`src/rtl/ptdu_payload_tone_demap.sv`:
```
// Payload tone demap: serializes one constellation label per sub-carrier into a
// 1-bit stream, regenerating and cross-checking the per-OFDM-symbol end flag.
module ptdu_payload_tone_demap #(
  parameter int unsigned BITS   = 4,
  parameter int unsigned SC_NUM = 48
) (
  input  logic       clk,
  input  logic       rst_n,
  input  logic [3:0] di_i,
  input  logic       di_vld_i,
  input  logic       di_sym_end_i,
  output logic       di_rdy_o,
  output logic       do_o,
  output logic       do_vld_o,
  output logic       do_sym_end_o,
  output logic       sym_err_o
);

  localparam int unsigned     CW       = (BITS > 1) ? $clog2(BITS) : 1;
  localparam logic [CW-1:0]   LAST_BIT = CW'(BITS - 1);
  localparam logic [8:0]      SC_LAST  = 9'(SC_NUM - 1);

  typedef enum logic {
    IDLE,
    SHIFT
  } state_e;

  state_e          state_q,    state_d;
  logic [BITS-1:0] shreg_q,    shreg_d;
  logic [CW-1:0]   bit_cnt_q,  bit_cnt_d;
  logic            end_q,      end_d;
  logic [8:0]      sc_cnt_q,   sc_cnt_d;
  logic            do_q,       do_d;
  logic            do_vld_q,   do_vld_d;
  logic            do_end_q,   do_end_d;
  logic            err_q,      err_d;

  logic last_bit;
  logic accept;
  logic sc_last;
  logic unused_di;

  // QPSK labels occupy the upper bits only; the rest of di_i is don't-care.
  assign unused_di = ^di_i;

  assign last_bit = (bit_cnt_q == LAST_BIT);
  assign di_rdy_o = (state_q == IDLE) || last_bit;
  assign accept   = di_vld_i && di_rdy_o;
  assign sc_last  = (sc_cnt_q == SC_LAST);

  always_comb begin
    state_d   = state_q;
    shreg_d   = shreg_q;
    bit_cnt_d = bit_cnt_q;
    end_d     = end_q;
    sc_cnt_d  = sc_cnt_q;
    do_d      = do_q;
    do_vld_d  = 1'b0;
    do_end_d  = 1'b0;
    err_d     = 1'b0;

    if (state_q == SHIFT) begin
      do_d      = shreg_q[0];
      do_vld_d  = 1'b1;
      shreg_d   = shreg_q >> 1;
      bit_cnt_d = bit_cnt_q + CW'(1);
      if (last_bit) begin
        do_end_d  = end_q;
        bit_cnt_d = '0;
        state_d   = IDLE;
      end
    end

    // A reload on the final bit overrides the IDLE return above, so labels stream gap-free.
    if (accept) begin
      shreg_d   = di_i[3 -: BITS];
      bit_cnt_d = '0;
      state_d   = SHIFT;
      end_d     = sc_last || di_sym_end_i;
      err_d     = sc_last ^ di_sym_end_i;
      sc_cnt_d  = (sc_last || di_sym_end_i) ? '0 : sc_cnt_q + 9'd1;
    end
  end

  always_ff @(posedge clk or negedge rst_n) begin
    if (!rst_n) begin
      state_q   <= IDLE;
      shreg_q   <= '0;
      bit_cnt_q <= '0;
      end_q     <= 1'b0;
      sc_cnt_q  <= '0;
      do_q      <= 1'b0;
      do_vld_q  <= 1'b0;
      do_end_q  <= 1'b0;
      err_q     <= 1'b0;
    end else begin
      state_q   <= state_d;
      shreg_q   <= shreg_d;
      bit_cnt_q <= bit_cnt_d;
      end_q     <= end_d;
      sc_cnt_q  <= sc_cnt_d;
      do_q      <= do_d;
      do_vld_q  <= do_vld_d;
      do_end_q  <= do_end_d;
      err_q     <= err_d;
    end
  end

  assign do_o         = do_q;
  assign do_vld_o     = do_vld_q;
  assign do_sym_end_o = do_end_q;
  assign sym_err_o    = err_q;

endmodule

```
`config.mk`:
```
export PLATFORM = sky130hd
export DESIGN_NAME = ptdu_payload_tone_demap
export DESIGN_NICKNAME = d
export VERILOG_FILES = /design/src/rtl/ptdu_payload_tone_demap.sv
export SDC_FILE = /design/constraint.sdc
export NUM_CORES = 1
export LEC_CHECK = 0
export BUFFER_PORTS_ARGS = -buffer_cell sky130_fd_sc_hd__buf_2
export CORE_UTILIZATION = 50
export DETAILED_ROUTE_END_ITERATION = 12
export PLACE_DENSITY_LB_ADDON = 0.08
export SLEW_MARGIN = 20
export SYNTH_ARGS = -nofsm -noshare
export SYNTH_HDL_FRONTEND = slang
export SYNTH_SLANG_ARGS = --single-unit
```
`constraint.sdc`:
```
create_clock -name clk -period 3 [get_ports clk]
set_clock_uncertainty 0.1 [all_clocks]
set_input_delay 0.3 -clock clk [delete_from_list [all_inputs] [get_ports clk]]
set_output_delay 0.3 -clock clk [all_outputs]
set_load 0.1 [all_outputs]
```
# ---- After elaboration in Yosys (flattened, before gate mapping)
# Cells that the tools add are included.
dict set report op_classes {
  n_mux 13
  addsub 2
  bitwise 2
  reduce_logical 4
  eq_ne 2
}
# op n
set ops {}
lappend ops {{9-bit by 1-bit adder with 9-bit output (second input constant)} 1}
lappend ops {{9-bit by 6-bit == test with 1-bit output (second input constant)} 1}
lappend ops {{9-bit 2-to-1 mux} 1}
lappend ops {{4-bit 2-to-1 mux} 2}
lappend ops {{1-bit 2-to-1 mux} 7}
lappend ops {{2-bit 2-to-1 mux} 3}
lappend ops {{2-bit by 1-bit adder with 2-bit output (second input constant)} 1}
lappend ops {{2-bit == test (second input constant)} 1}
lappend ops {{1-bit logical OR} 2}
lappend ops {{2-bit nonzero test} 1}
lappend ops {{1-bit logical AND} 1}
lappend ops {{1-bit NOT} 1}
lappend ops {{1-bit XOR} 1}
dict set report word_totals {
  input_bits 8
  reg_bits 21
  wordCells 32
  output_inout_bits 5
}

# ---- Longest topological paths before layout
# Gate-level depths: netlist of the first run.
dict set report logic_depth {
  depth_word 4
  ltp_mapped 8
  ltp_nobuf 7
}

# ---- Worst setup path after synthesis of the first run
# Ideal clock, no wire load.
dict set report synth_timing {
  kind {flip-flop to flip-flop}
  start {register sc_cnt_q[4]}
  end {register sc_cnt_q[2]}
  period_less_slack_ns 2.335
  required_ns 2.768
  stages_incl_launch_ff 8
  setup_time_ns 0.132
  arrival_time_ns 2.102
  slack_ns 0.665
  n_path_buf 1
  cell_sequence {dfrtp_1 or4b_2 or3_1 ha_1 buf_1 nor2b_1 o31ai_1 o31ai_1}
}
dict set report synth_via {
  elab_chain_cells 3
}
# item line
set synth_rtl {}
lappend synth_rtl {{from (decl)} 32} ;# logic [8:0] sc_cnt_q, sc_cnt_d;
lappend synth_rtl {{from (signal assigned)} 101} ;# sc_cnt_q <= sc_cnt_d;
lappend synth_rtl {{9-bit by 6-bit == test with 1-bit output} 49} ;# assign sc_last = (sc_cnt_q == SC_LAST);
lappend synth_rtl {{1-bit logical OR} 81} ;# sc_cnt_d = (sc_last || di_sym_end_i) ? '0 : sc_cnt_q + 9'd1;
lappend synth_rtl {{9-bit 2-to-1 mux} 81}
# Every way passes these cells.
# A chain may end at the register's enable or synchronous reset.

# ---- Worst setup path after layout of the first run
# Ends and elaborated chain as after synthesis.

==> impl_metrics.tcl, run 1 <==
set metrics [dict create \
    drc_errors 0 \
    cts_buffers 3 \
    synth_top_family_by_area "compound AO/OA/AOI/OAI gates" \
    critPathBufInv 0 \
    syn_inst 103 \
    cap_violations 0 \
    synthToLayoutAreaGrowth_pct 8.09 \
    tightest_slew_ns 0.508 \
    cts_sinks 21 \
    netlist_top_cells_area "dfrtp_1 49%, mux2i_1 6.5%, o31ai_1 5.5%, ha_1 4.6%, nand2_1 4.2%" \
    cts_buffer_depth 2 \
    final_common_cell "dfrtp_1" \
    synth_top_area_share_pct 48.6 \
    cts_root_buf "clkbuf_4" \
    synth.distinct_cells 31 \
    critical_path.top_delay_family "simple AND/OR/NAND/NOR gates" \
    grt.met2_usage_pct 31.2 \
    synth-xor-area-share_pct 0 \
    clk_latency_ns 0.30 \
    grt_pass1_vias 804 \
    synthAdderAreaFrac_pct 4.62 \
    grt_overflow_total 0 \
    irDropWorstVdd_v 0.000468 \
    period_minus_slack_ns 2.41 \
    crit_required_ns 3.09 \
    drtAntennaViolNets 0 \
    viasPerCell 6.07 \
    final_hold_viol_count 0 \
    p_leak_nw 0.537 \
    synth-edff-count 0 \
    setup_tns_ns 0 \
    core-area_um2 2000 \
    endpoint_kind "flip-flop" \
    use_met3_pct 1.89 \
    synth_compound_area_share_pct 17.1 \
    setup_viol 0 \
    async_flop_share_pct 100 \
    io_buffers 12 \
    grt_max_degree 22 \
    syn_avg_cell_area_um2 10.5 \
    hp-class "input pin to flip-flop" \
    wl_mm 2.12 \
    p_per_area_nw_per_um2 943 \
    path_class "flip-flop to flip-flop" \
    yosys.area_share.simple_pct 16.5 \
    clk_pin_slew_ns 0.12 \
    fmax_mhz 414 \
    ys_seq_area_share_pct 48.6 \
    cp_common_cell "o31ai_1" \
    relSlewSlack_pct 65.9 \
    hpwl_mm 1.45 \
    cts_resized 0 \
    cp_cell_sequence "or4b_2 > or3_1 > ha_1 > nor2b_1 > o31ai_1 > o31ai_1" \
    critPathMaxStageDelay_ns 0.64 \
    htree_levels 1 \
    met1_usage_pct 29.1 \
    die_area_um2 2350 \
    critical_path_peak_fanout 8 \
    ys.flop_type "dfrtp_1" \
    start_kind "flip-flop" \
    top_usage_layer "met2" \
    vias 850 \
    place_congestion 0.829 \
    yosysTopAreaCell "dfrtp_1" \
    drt_pass1_iterations 4 \
    ys_seq_elements 21 \
    start_util_pct 54.1 \
    slowest_stage "or4b_2" \
    netlist_area_um2 1080 \
    synthesis.nets 115 \
    grt_pass1_wl_mm 3.72 \
    num_io_pins 13 \
    muxShareOfSynthArea_pct 7.51 \
    finalMaxSlewViolations 0 \
    wl_per_cell_um 15.1 \
    layout-drive-gt1-share_pct 22.1 \
    n_fill_cell 183 \
    rsz0062_at_grt "false" \
    arrival_ns 2.51 \
    cts_tree "done" \
    finalCritPeriodShare_pct 80.5 \
    finalPower_mw 1.10 \
    initialDrtViolationCount 11 \
    floorplan.rows 16 \
    synth_warnings 0 \
    diodes 0 \
    status "complete, no violations" \
    grt_usage_pct 20.3 \
    mostFrequentLayoutCells "21 x dfrtp_1, 12 x nand2_1, 12 x buf_2" \
    finalNetCount 126 \
    grt_antenna_before_repair 0 \
    die_w_um 48.5 \
    die_y_um 48.5 \
]
==> worst reg2reg max path, delay by kind of cell (launching register included) <==
kind	cells	cell delay [ns]
AO/OA/AOI/OAI	2	0.30
adder cells (fa/ha/maj)	1	0.30
flip-flops	1	0.45
AND/OR/NAND/NOR	3	1.16
==> layer usage <==
metal	wire (um)	up-vias
met1	1040	418
met3	85	5
li1	-	406
met5	0	-
met2	950	21
met4	37	0
==> final cells by class <==
class / instances / area, um2 / share of cell area, %
Inverter: 5 / 18.8 / 1.60
Clock buffer: 4 / 26.3 / 2.25
Tap cell: 27 / 33.8 / 2.89
Sequential cell: 21 / 526 / 44.9
Multi-Input combinational cell: 70 / 495 / 42.4
Timing Repair Buffer: 13 / 70.1 / 5.99
==> registers in the layout (all words and copies together) (netlist names) <==
| register | flops |
|---|---|
| bit_cnt_q | 2 |
| do_o | 1 |
| do_sym_end_o | 1 |
| do_vld_o | 1 |
| end_q | 1 |
| sc_cnt_q | 9 |
| shreg_q | 4 |
| state_q | 1 |
| sym_err_o | 1 |
==> power breakdown <==
part,leakage [nW],switching [mW],internal [mW]
clock,0.0150,0.0851,0.0519
combinational,0.252,0.366,0.154
sequential,0.270,0.0764,0.370
==> through the flow <==
stage / hold slack, ns / util, % / setup slack, ns / area [um2] / std cells
detailed placement: 0.186 / 56.6 / 0.588 / 1130 / 135
global placement: 0.176 / 56.6 / 0.661 / 1130 / 135
global route: 0.159 / 58.4 / 0.487 / 1170 / 140
floorplan: -0.0956 / - / 0.665 / 1080 / 103
finish: 0.163 / 58.4 / 0.586 / 1170 / 140
CTS: 0.157 / 58.4 / 0.583 / 1170 / 140
==> cells in the mapped netlist, types with 2 or more instances <==
| cell | number |
|---|---|
| buf_6 | 2 |
| inv_1 | 3 |
| o21ai_0 | 7 |
| nand2_1 | 12 |
| mux2i_1 | 7 |
| o31ai_1 | 8 |
| clkbuf_1 | 3 |
| or4_1 | 3 |
| o221a_2 | 3 |
| and3_1 | 2 |
| nand3_1 | 2 |
| nor4_1 | 3 |
| dfrtp_1 | 21 |
| nand4_1 | 3 |
| a31o_2 | 3 |
| a21oi_1 | 3 |
| ha_1 | 4 |
==> cells by family (layout without fill, tap and decap cells) <==
family          Yosys count  count (layout)
mux                       8               8
flops                    21              21
compound gates           26              26
simple gates             32              32
fa+ha+maj                 4               4
buf+inv                  12              22
==> what timing repair did <==
| action | 4_1_cts | 5_1_grt |
|---|---|---|
| endpoints found under the setup margin | 0 | 0 |
| endpoints found under the hold margin | 21 | 0 |
| setup buffers | 0 | 0 |
| hold buffers | 1 | 0 |
==> path summary, 6_finish.rpt <==
check                              from      endpoint  slack [ns]  cells after the start
hold reg to reg            bit_cnt_q[0]  bit_cnt_q[0]        0.41                      1
setup / recovery            sc_cnt_q[4]   sc_cnt_q[2]        0.59                      6
hold / removal                  di_i[2]    shreg_q[2]        0.16                      2
setup reg to reg            sc_cnt_q[4]   sc_cnt_q[2]        0.59                      6
max in group asynchronous         rst_n          do_o        2.11                      2
min in group asynchronous         rst_n  bit_cnt_q[0]        0.36                      2
(Power assumes the default switching activity.)
==> run 2: changes to the inputs <==
clock period = 2.4 ns   (was 3 ns; I/O delays follow)
==> run 2 against run 1 <==
Net effect: core utilization is 2.7 points higher; critical endpoint unchanged; fmax increased by 4.3%; sequential cell count unchanged; clock-buffer cell count decreased by 1; worst hold slack worse by 0.082 ns; sequential power up 26%; combinational power rose by 30%; clock power is 29% higher; final cell count is 2.9% higher; wire length is 11% higher; critical path depth unchanged.
==> impl_metrics.tcl, run 2 (synthesized netlist as in run 1, its figures left out) <==
set metrics [dict create \
    status "complete, no violations" \
    io_buffers 12 \
    fin_hold_ws_ns 0.0807 \
    arrival_ns 2.42 \
    clk_pin_slew_ns 0.12 \
    final_hold_viol_count 0 \
    initialDrtViolationCount 26 \
    wl_mm 2.35 \
    reg_top3 "sc_cnt_q x9, shreg_q x4, bit_cnt_q x2" \
    worst-r2r-cell-count 6 \
    cts_buffers 3 \
    tightest_slew_ns 0.480 \
    critical_path_peak_fanout 8 \
    num_io_pins 13 \
    mostFrequentLayoutCells "21 x dfrtp_1, 12 x nand2_1, 12 x buf_2" \
    clk_latency_ns 0.31 \
    finalMaxSlewViolations 0 \
    start_util_pct 54.1 \
    diodes 0 \
    grt_pass1_wl_mm 3.81 \
    relSlewSlack_pct 68.0 \
    p_comb_share_pct 47.7 \
    swShare_pct 48.5 \
    hp-class "input pin to flip-flop" \
    grt_overflow_total 0 \
    path_class "flip-flop to flip-flop" \
    period_minus_slack_ns 2.31 \
    largest_reg_flops 9 \
    dp_slack_ns 0.00848 \
    r2r_end "sc_cnt_q[2]" \
    intPower_mw 0.728 \
    r2r_slack_ns 0.09 \
    final_common_cell "dfrtp_1" \
    finalPower_mw 1.41 \
    floorplan.rows 16 \
    hpwl_mm 1.53 \
    grt_usage_pct 21.2 \
    synthToLayoutAreaGrowth_pct 13.1 \
    place_congestion 0.781 \
    cts_buffer_depth 2 \
    cts_sinks 21 \
    core-area_um2 2000 \
    setup_viol 0 \
    finalCritPeriodShare_pct 96.4 \
    grt_antenna_before_repair 0 \
    cts_root_buf "clkbuf_4" \
    htree_levels 1 \
    viasPerCell 5.93 \
    drt_pass1_iterations 4 \
    die_y_um 48.5 \
    p_switching_mw 0.685 \
    start_kind "flip-flop" \
    hp-start "di_i[3]" \
    setup_ws_ns 0.0853 \
    drtAntennaViolNets 0 \
    fmax_mhz 432 \
    p_seq_share_pct 39.7 \
    grt_max_degree 22 \
    irDropWorstVdd_v 0.000668 \
    p_leak_nw 0.564 \
    die_w_um 48.5 \
    min_to "shreg_q[3]" \
    timing.rr.start "sc_cnt_q[8]" \
    crit_required_ns 2.50 \
    p_per_area_nw_per_um2 1150 \
    drc_errors 0 \
    endpoint_kind "flip-flop" \
    vias 854 \
    startpoint "sc_cnt_q[8]" \
    grt_pass1_vias 856 \
    whs_path_depth 3 \
    die_area_um2 2350 \
    p_clk_share_pct 12.5 \
    cap_violations 0 \
    layout-drive-gt1-share_pct 28.2 \
    wl_per_cell_um 16.3 \
    cts_tree "done" \
    finalNetCount 130 \
    top_register "sc_cnt_q" \
]
## run 2: area by class of cell
class / count / area [um2]
Tap cell: 27 / 33.8
Sequential cell: 21 / 526
Inverter: 5 / 18.8
Clock buffer: 3 / 22.5
Clock inverter: 1 / 5.00
Timing Repair Buffer: 17 / 100
Multi-Input combinational cell: 70 / 518
Fill cell: 191 / 778
## run 2: power by group through the flow
stage / sequential (mW) / combinational, mW / clock [mW]
global route: 0.573 / 0.727 / 0.196
floorplan: 0.677 / 0.457 / 0
CTS: 0.559 / 0.670 / 0.186
finish: 0.561 / 0.674 / 0.177
global placement: 0.560 / 0.653 / 0
detailed placement: 0.565 / 0.664 / 0
## run 2: worst max path at each step
stage                       end  slack [ns]
floorplan           sc_cnt_q[2]        0.07
global placement    sc_cnt_q[2]        0.09
detailed placement  sc_cnt_q[2]       0.008
CTS                 sc_cnt_q[2]       0.008
global route           di_rdy_o      -0.004
finish              sc_cnt_q[2]        0.09
## run 2: repair_timing
item	CTS	global route
setup buffers	0	0
hold endpoints to repair	21	0
setup endpoints to repair	0	7
resized for setup	0	4
hold buffers	1	0
## run 2: per-layer routing
metal	GRT usage [%]	wire, um	share of wire, %	up-vias
met5	0	0	0	-
met4	8.82	28	1.2	0
met3	3.77	63	2.7	4
met2	36.6	1200	51	16
met1	26.2	1060	45	426
li1	-	-	-	408
## run 2: through the flow
| stage | cells | TNS, ns | cell area (um2) | utilization [%] |
|---|---|---|---|---|
| detailed placement | 139 | 0 | 1160 | 58.1 |
| finish | 144 | 0 | 1220 | 61.1 |
| global placement | 139 | 0 | 1160 | 58.1 |
| global route | 144 | -0.00399 | 1220 | 61.1 |
| floorplan | 103 | 0 | 1080 | - |
| CTS | 144 | 0 | 1200 | 60.0 |
## run 2: critical path, stage by stage (launching register included)
cell     delay (ns)
dfrtp_1        0.42
or4b_2         0.68
or3_4          0.37
ha_4           0.20
nor2b_1        0.13
o31ai_1        0.20
o31ai_1        0.10
